`config.mk`:
```
export PLATFORM = sky130hd
export DESIGN_NAME = alu_md_controller
export DESIGN_NICKNAME = d
export VERILOG_FILES = /design/src/rtl/alu_md_controller.sv
export SDC_FILE = /design/constraint.sdc
export NUM_CORES = 1
export LEC_CHECK = 0
export CORE_ASPECT_RATIO = 0.75
export CORE_MARGIN = 2
export CORE_UTILIZATION = 60
export CTS_BUF_LIST = sky130_fd_sc_hd__clkbuf_4 sky130_fd_sc_hd__clkbuf_8 sky130_fd_sc_hd__clkbuf_16
export CTS_CLUSTER_SIZE = 28
export DETAILED_ROUTE_END_ITERATION = 16
export PLACE_DENSITY = 0.84
export RECOVER_POWER = 100
export SYNTH_ARGS = -nofsm -noshare
export SYNTH_HDL_FRONTEND = slang
export SYNTH_SLANG_ARGS = --single-unit
```
`constraint.sdc`:
```
create_clock -name clk -period 13.3 [get_ports clk]
set_input_delay 3.99 -clock clk [delete_from_list [all_inputs] [get_ports clk]]
set_output_delay 3.99 -clock clk [all_outputs]
set_load 0.02 [all_outputs]
```
`src/rtl/alu_md_controller.sv`:
```
// EX-stage ALU controller: base ALU operation decode plus an iterative
// RV-M multiply/divide engine that stalls the pipeline while it runs.
//
// Ports:
//   clk, reset         clock, asynchronous active-high reset
//   valid_i            instruction in EX is valid
//   ALUOp              00 LW/SW/AUIPC, 01 branch, 10 R/I-type, 11 JAL/JALR/LUI
//   Funct7, Funct3     instruction function fields
//   RTypeID            1 = R-type, 0 = I-type
//   flush_i            EX flush (mispredict / trap)
//   src_a, src_b       rs1 / rs2 operands
//   Operation          base ALU operation code
//   md_sel             EX result mux selects md_result
//   stall_o            freeze IF/ID/EX while an M-op runs
//   md_done            one-cycle pulse, md_result valid
//   md_result          M-op result (held until the next completion)

module alu_md_controller #(
    parameter int XLEN     = 32,
    parameter int ENABLE_M = 1
) (
    input  logic            clk,
    input  logic            reset,
    input  logic            valid_i,
    input  logic [1:0]      ALUOp,
    input  logic [6:0]      Funct7,
    input  logic [2:0]      Funct3,
    input  logic            RTypeID,
    input  logic            flush_i,
    input  logic [XLEN-1:0] src_a,
    input  logic [XLEN-1:0] src_b,
    output logic [3:0]      Operation,
    output logic            md_sel,
    output logic            stall_o,
    output logic            md_done,
    output logic [XLEN-1:0] md_result
);

    localparam int CW = $clog2(XLEN);

    localparam logic [2:0] F3_MUL    = 3'b000;
    localparam logic [2:0] F3_MULH   = 3'b001;
    localparam logic [2:0] F3_MULHSU = 3'b010;
    localparam logic [2:0] F3_DIV    = 3'b100;
    localparam logic [2:0] F3_REM    = 3'b110;

    localparam logic [XLEN-1:0] MIN_INT = {1'b1, {(XLEN-1){1'b0}}};

    typedef enum logic [1:0] {
        IDLE = 2'b00,
        BUSY = 2'b01,
        DONE = 2'b10
    } state_t;

    state_t          state_q, state_d;
    logic [CW-1:0]   cnt_q, cnt_d;
    // hi: product high half / partial remainder
    // lo: multiplier / dividend shifting into quotient
    logic [XLEN-1:0] hi_q, hi_d;
    logic [XLEN-1:0] lo_q, lo_d;
    logic [XLEN-1:0] opb_q, opb_d;
    logic [XLEN-1:0] md_result_q, md_result_d;
    logic [2:0]      f3_q, f3_d;
    logic            neg_q, neg_d;
    logic            rneg_q, rneg_d;

    logic            is_m;
    logic            issue;

    // ------------------------------------------------------------
    // Base decode
    // ------------------------------------------------------------
    assign is_m = (ENABLE_M != 0) && (ALUOp == 2'b10) && RTypeID
                  && (Funct7 == 7'b0000001);

    always_comb begin
        Operation = 4'b0010;
        unique case (ALUOp)
            2'b00: Operation = 4'b0010;
            2'b01: begin
                unique case (Funct3)
                    3'b000:  Operation = 4'b1000;
                    3'b001:  Operation = 4'b1001;
                    3'b100:  Operation = 4'b1010;
                    3'b101:  Operation = 4'b1011;
                    default: Operation = 4'b0010;
                endcase
            end
            2'b10: begin
                unique case (Funct3)
                    3'b000: begin
                        if (Funct7 == 7'b0100000 && RTypeID)
                            Operation = 4'b0110;
                        else
                            Operation = 4'b0010;
                    end
                    3'b001: Operation = 4'b1101;
                    3'b010: Operation = 4'b0100;
                    3'b100: Operation = 4'b0101;
                    3'b101: begin
                        if (Funct7 == 7'b0100000)
                            Operation = 4'b1111;
                        else
                            Operation = 4'b1110;
                    end
                    3'b110:  Operation = 4'b0001;
                    3'b111:  Operation = 4'b0000;
                    default: Operation = 4'b0010;
                endcase
            end
            2'b11: Operation = 4'b0111;
            default: Operation = 4'b0010;
        endcase
        if (is_m)
            Operation = 4'b0000;
    end

    assign md_sel = is_m;

    // ------------------------------------------------------------
    // Issue-cycle operand preparation
    // ------------------------------------------------------------
    logic            is_div;
    logic            sa_i, sb_i;
    logic [XLEN-1:0] mag_a, mag_b;
    logic            div_zero, div_ovf, fast;
    logic [XLEN-1:0] fast_res;

    always_comb begin
        is_div = Funct3[2];
        sa_i   = 1'b0;
        sb_i   = 1'b0;
        unique case (Funct3)
            F3_MULH: begin
                sa_i = src_a[XLEN-1];
                sb_i = src_b[XLEN-1];
            end
            F3_MULHSU: sa_i = src_a[XLEN-1];
            F3_DIV, F3_REM: begin
                sa_i = src_a[XLEN-1];
                sb_i = src_b[XLEN-1];
            end
            default: begin
                sa_i = 1'b0;
                sb_i = 1'b0;
            end
        endcase
        mag_a = sa_i ? -src_a : src_a;
        mag_b = sb_i ? -src_b : src_b;

        div_zero = is_div && (src_b == '0);
        div_ovf  = ((Funct3 == F3_DIV) || (Funct3 == F3_REM))
                   && (src_a == MIN_INT) && (src_b == '1);
        fast     = div_zero || div_ovf;

        // Funct3[1] splits quotient (DIV/DIVU) from remainder (REM/REMU)
        fast_res = '0;
        if (div_zero)
            fast_res = Funct3[1] ? src_a : '1;
        else if (div_ovf)
            fast_res = Funct3[1] ? '0 : MIN_INT;
    end

    assign issue = (state_q == IDLE) && valid_i && is_m && !flush_i;

    // ------------------------------------------------------------
    // Radix-2 datapath step
    // ------------------------------------------------------------
    logic [XLEN:0]     mul_sum;
    logic [XLEN-1:0]   mul_hi, mul_lo;
    logic [XLEN:0]     div_sh;
    logic              div_ge;
    logic [XLEN-1:0]   div_diff;
    logic [XLEN-1:0]   div_hi, div_lo;
    logic [XLEN-1:0]   step_hi, step_lo;
    logic [2*XLEN-1:0] prod, prod_s;
    logic [XLEN-1:0]   quo_s, rem_s;
    logic [XLEN-1:0]   final_res;

    always_comb begin
        // Shift-add: add multiplicand into the high half on a set
        // multiplier bit, then shift the whole pair right.
        mul_sum = {1'b0, hi_q} + (lo_q[0] ? {1'b0, opb_q} : '0);
        mul_hi  = mul_sum[XLEN:1];
        mul_lo  = {mul_sum[0], lo_q[XLEN-1:1]};

        // Restoring divide: bring in the next dividend bit, subtract
        // the divisor when it fits, shift the quotient bit in.
        div_sh   = {hi_q, lo_q[XLEN-1]};
        div_ge   = div_sh >= {1'b0, opb_q};
        div_diff = div_sh[XLEN-1:0] - opb_q;
        div_hi   = div_ge ? div_diff : div_sh[XLEN-1:0];
        div_lo   = {lo_q[XLEN-2:0], div_ge};

        step_hi = f3_q[2] ? div_hi : mul_hi;
        step_lo = f3_q[2] ? div_lo : mul_lo;

        prod   = {step_hi, step_lo};
        prod_s = neg_q ? -prod : prod;
        quo_s  = neg_q ? -step_lo : step_lo;
        rem_s  = rneg_q ? -step_hi : step_hi;

        if (f3_q[2])
            final_res = f3_q[1] ? rem_s : quo_s;
        else if (f3_q == F3_MUL)
            final_res = prod_s[XLEN-1:0];
        else
            final_res = prod_s[2*XLEN-1:XLEN];
    end

    // ------------------------------------------------------------
    // Control FSM
    // ------------------------------------------------------------
    always_comb begin
        state_d     = state_q;
        cnt_d       = cnt_q;
        hi_d        = hi_q;
        lo_d        = lo_q;
        opb_d       = opb_q;
        f3_d        = f3_q;
        neg_d       = neg_q;
        rneg_d      = rneg_q;
        md_result_d = md_result_q;

        unique case (state_q)
            IDLE: begin
                if (issue) begin
                    f3_d   = Funct3;
                    neg_d  = sa_i ^ sb_i;
                    rneg_d = sa_i;
                    hi_d   = '0;
                    if (is_div) begin
                        lo_d  = mag_a;
                        opb_d = mag_b;
                    end else begin
                        lo_d  = mag_b;
                        opb_d = mag_a;
                    end
                    if (fast) begin
                        md_result_d = fast_res;
                        state_d     = DONE;
                    end else begin
                        cnt_d   = CW'(XLEN - 1);
                        state_d = BUSY;
                    end
                end
            end
            BUSY: begin
                hi_d  = step_hi;
                lo_d  = step_lo;
                cnt_d = cnt_q - 1'b1;
                if (cnt_q == '0) begin
                    md_result_d = final_res;
                    state_d     = DONE;
                end
            end
            DONE: state_d = IDLE;
            default: state_d = IDLE;
        endcase

        // A flush abandons whatever is in flight without touching
        // the visible result.
        if (flush_i) begin
            state_d     = IDLE;
            md_result_d = md_result_q;
        end
    end

    always_ff @(posedge clk or posedge reset) begin
        if (reset) begin
            state_q     <= IDLE;
            cnt_q       <= '0;
            hi_q        <= '0;
            lo_q        <= '0;
            opb_q       <= '0;
            f3_q        <= '0;
            neg_q       <= 1'b0;
            rneg_q      <= 1'b0;
            md_result_q <= '0;
        end else begin
            state_q     <= state_d;
            cnt_q       <= cnt_d;
            hi_q        <= hi_d;
            lo_q        <= lo_d;
            opb_q       <= opb_d;
            f3_q        <= f3_d;
            neg_q       <= neg_d;
            rneg_q      <= rneg_d;
            md_result_q <= md_result_d;
        end
    end

    assign stall_o   = (issue || (state_q == BUSY)) && !flush_i;
    assign md_done   = (state_q == DONE) && !flush_i;
    assign md_result = md_result_q;

endmodule

```
==> reports/qor.log <==
qor: run_status.result_of_the_run complete, but fails checks
qor: run_status.failed_checks max-capacitance violations, max-slew violations
qor: global_route.first_global_vias 16910
qor: drt.route.vias.total 18500
qor: drt.avgViaCountPerCell 7.100
qor: placement.pre_cts_ws 1566 ps
qor: final_layout.layout.nets 2402
qor: floorplan.io_pins 120
qor: timing.maximum_operating_frequency 83.15 MHz
qor: timing.timing.hold.ws 485.5 ps
qor: power_and_ir_drop.p_leak 7.048 nW
qor: critical_path.required 9310 ps
qor: clocking.post_cts_hold_buffer_count 0
qor: drt.detailedRoute.firstPassIterationCount 6
qor: critical_path.cp-end-kind output port
qor: yosys.synth_top_flop_cell sky130_fd_sc_hd__dfrtp_1
qor: hold_path.hold_path_class flip-flop to flip-flop
qor: final_layout.final_cell_count_no_fill 2605
qor: power_and_ir_drop.p_per_area 68.52 nW/µm²
qor: timing.setup_repair_after_global_routing_missed_its_margin no
qor: global_route.grt_pass1_wl 94970 µm
qor: placement.place.detailed.instances 2573
qor: yosys.synth-async-reset-ratio 100.0%
qor: global_route.gr-total-overflow 0
qor: yosys.synth-edff-count 0
qor: critical_path.critPathKind primary input to output port
qor: yosys.ys_seq_area_share 21.84%
qor: critical_path.worst_path_cell_with_the_longest_stage_delay sky130_fd_sc_hd__nor4b_1
qor: yosys.synth_nets 2387
qor: timing.post-route-period-util 90.43%
qor: placement.placement.cell_area 17340 µm²
qor: critical_path.critical-path-max-stage-delay 790 ps
qor: timing.final.setup_skew 10.72 ps
qor: drt.average_detailed_routed_wire_length_per_instance 23.54 µm
qor: final_layout.seqCellArea 3507 µm²
qor: critical_path.worstPathMaxFanout 5
qor: timing.period_needed 12030 ps
qor: yosys.yosys.area.top_type_share 21.84%
qor: timing.hold_violations 0
qor: yosys.avgSynthCellArea 7.185 µm²
qor: yosys.synth.area.top_cells sky130_fd_sc_hd__dfrtp_1 22%, sky130_fd_sc_hd__o21ai_0 6.6%, sky130_fd_sc_hd__a21oi_1 6.0%
qor: floorplan.placementRows 51
qor: timing.slew_violations 371
qor: yosys.post_synth_instance_area 16040 µm²
qor: timing.finalSetupViolations 0
qor: timing.setup_ws 1273 ps
qor: global_route.grtUsageTotal 43.25%
qor: critical_path.type_of_element_launching_the_critical_path primary input
qor: yosys.netlist-cell-type-count 80
qor: floorplan.die_area 28080 µm²
qor: yosys.yosys_register_bits 140
qor: global_route.grt_antenna_before_repair 1
qor: clocking.post_cts.resized_instances 0
qor: drt.detail_route.drc_violations 0
qor: final_layout.layout.cell_area.non_filler 17880 µm²
qor: yosys.netlist.top_cell.by_area sky130_fd_sc_hd__dfrtp_1
qor: final_layout.areaGrowthSynthToFinish 11.47%
qor: clocking.clockBufferDepth 2
qor: placement.finalWeightedCongestion 1.097
qor: clocking.path_clk_slew 60 ps
qor: floorplan.placeableCoreArea 26100 µm²
qor: final_layout.layout-drive-gt1-share 4.732%
qor: clocking.cts_htree_levels 4
qor: floorplan.floorplan.initialDensity 61.47%
qor: drt.drt_first_iter_violations 2672
qor: drt.route.antenna.remaining_nets 0
qor: drt.detail_route.wirelength 61320 µm
qor: critical_path.path_cells dlygate4sd3_1 > or4_1 > nor2_1 > nand2_1 > nor4b_1 > clkbuf_1 > nand2_1 > nor3_1 > nor2_4 > nor2_1 > dlygate4sd3_1
qor: timing.setup-tns-final 0 ps
qor: clocking.tritoncts done
qor: clocking.clock-sinks 140
qor: clocking.clock_latency 450 ps
qor: timing.max_slew_margin -173.2%
qor: final_layout.filler_cell_count 2270
qor: final_layout.insertedDiodeCount 0
qor: critical_path.worst_ep_arrival_time 8040 ps
qor: clocking.root_buffer sky130_fd_sc_hd__clkbuf_16
qor: floorplan.die-width 192.8 µm
qor: placement.hpwlAfterDp 46000 µm
qor: job.drv.max_cap_violation_count 6
qor: power_and_ir_drop.vdd_drop_max 94.67 µV
qor: final_layout.area_of_combinational_cells_with_multiple_inputs 11700 µm²
qor: timing.worst-slew-pin-transition 4098 ps
qor: yosys.ys_warn_count 0
qor: clocking.post_cts.repair.setup_buffers 0
qor: global_route.grt_max_degree 107
qor: floorplan.die_height 145.6 µm
qor: yosys.postSynthCellCount 2233
qor: clocking.cts_inserted_buffers 17
qor: placement.io_buffers 119
## cells in the final DEF, fill, tap and decap left out, types with 17 or more instances in the layout
cell                              count
sky130_fd_sc_hd__nor2_1             237
sky130_fd_sc_hd__o21a_1              17
sky130_fd_sc_hd__nor4_1              24
sky130_fd_sc_hd__clkbuf_16           17
sky130_fd_sc_hd__o211ai_1            25
sky130_fd_sc_hd__o21ai_0            212
sky130_fd_sc_hd__xor2_1              86
sky130_fd_sc_hd__a31oi_1             39
sky130_fd_sc_hd__buf_4               24
sky130_fd_sc_hd__ha_1                71
sky130_fd_sc_hd__clkdlybuf4s50_1     76
sky130_fd_sc_hd__inv_1               71
sky130_fd_sc_hd__a21o_1              18
sky130_fd_sc_hd__or3_1               18
sky130_fd_sc_hd__nand2_1            254
sky130_fd_sc_hd__a211oi_1            20
sky130_fd_sc_hd__mux2i_1             45
sky130_fd_sc_hd__a21oi_1            193
sky130_fd_sc_hd__nand3_1             29
sky130_fd_sc_hd__o31ai_1             34
sky130_fd_sc_hd__xnor2_1             86
sky130_fd_sc_hd__nand4_1             26
sky130_fd_sc_hd__nor3_1              74
sky130_fd_sc_hd__a22o_1              22
sky130_fd_sc_hd__dfrtp_1            139
sky130_fd_sc_hd__o221ai_1            36
sky130_fd_sc_hd__nand2b_1            27
sky130_fd_sc_hd__dlygate4sd3_1       42
## synth_stat cells, types with 18 or more instances
cell,instances
sky130_fd_sc_hd__a21oi_1,193
sky130_fd_sc_hd__o211ai_1,25
sky130_fd_sc_hd__xnor2_1,86
sky130_fd_sc_hd__nand2_1,254
sky130_fd_sc_hd__a21o_1,18
sky130_fd_sc_hd__nor4_1,24
sky130_fd_sc_hd__nand4_1,26
sky130_fd_sc_hd__a211oi_1,20
sky130_fd_sc_hd__o31ai_1,34
sky130_fd_sc_hd__a31oi_1,39
sky130_fd_sc_hd__dfrtp_1,140
sky130_fd_sc_hd__a22o_1,22
sky130_fd_sc_hd__mux2i_1,45
sky130_fd_sc_hd__inv_1,72
sky130_fd_sc_hd__clkbuf_1,131
sky130_fd_sc_hd__nor2_1,238
sky130_fd_sc_hd__ha_1,71
sky130_fd_sc_hd__xor2_1,86
sky130_fd_sc_hd__o221ai_1,36
sky130_fd_sc_hd__nor3_1,75
sky130_fd_sc_hd__nand2b_1,28
sky130_fd_sc_hd__or3_1,18
sky130_fd_sc_hd__o21ai_0,211
sky130_fd_sc_hd__nand3_1,29
## final timing paths
check | start | endpoint | slack (ps) | depth (start not counted)
max in group asynchronous | reset | f3_q[2] | 2920 | 3
max | Funct7[1] | stall_o | 1270 | 11
max reg2reg | hi_q[3] | md_result[31] | 6520 | 14
min reg2reg | opb_q[14] | opb_q[14] | 490 | 2
min in group asynchronous | reset | md_result[4] | 4950 | 2
min | opb_q[14] | opb_q[14] | 490 | 2
## critical path, delay by kind of cell
family        cells  cell delay [ps]
simple gates      8             2430
buf+inv           3             1620
## area by class of cell
type	instances	area share, %
Clock buffer	18	2.456
Inverter	73	1.539
Multi-Input combinational cell	1867	65.42
Clock inverter	14	0.8045
Sequential cell	140	19.61
Tap cell	344	2.407
Timing Repair Buffer	149	7.765
## power breakdown
part / internal (mW) / switching [mW]
clock network: 0.281 / 0.214
registers: 0.437 / 0.0151
logic: 0.104 / 0.175
total: 0.822 / 0.404
## state kept, by name (all words and copies together) (netlist names)
name,count
rneg_q,1
cnt_q,5
state_q,2
md_result,32
hi_q,32
f3_q,3
lo_q,32
neg_q,1
opb_q,32
## routing by layer
layer  vias to the layer above  routed length, µm  global-route usage, %
met1                      8704              24630                  60.80
met5                         -                  0                      0
li1                       8270                  -                      -
met3                       200               8387                  12.44
met2                      1322              25620                  61.94
met4                         0               2682                  17.40
## kinds of logic after synthesis
logic type / count (synthesis) / share of synthesized area [%]
adder cells (fa/ha/maj): 73 / 5.786
flip-flops: 140 / 21.84
AO/OA/AOI/OAI: 766 / 30.63
XOR/XNOR: 172 / 9.389
buffers and inverters: 226 / 5.381
AND/OR/NAND/NOR: 799 / 23.33
multiplexers: 57 / 3.650
## through the flow
stage / utilization (%) / total power [mW]
finish: 68.53 / 1.225
floorplan: - / 0.6265
global placement: 66.42 / 0.7233
CTS: 68.66 / 1.214
detailed placement: 66.42 / 0.7293
global route: 68.53 / 1.265
(Power assumes the default switching activity.)
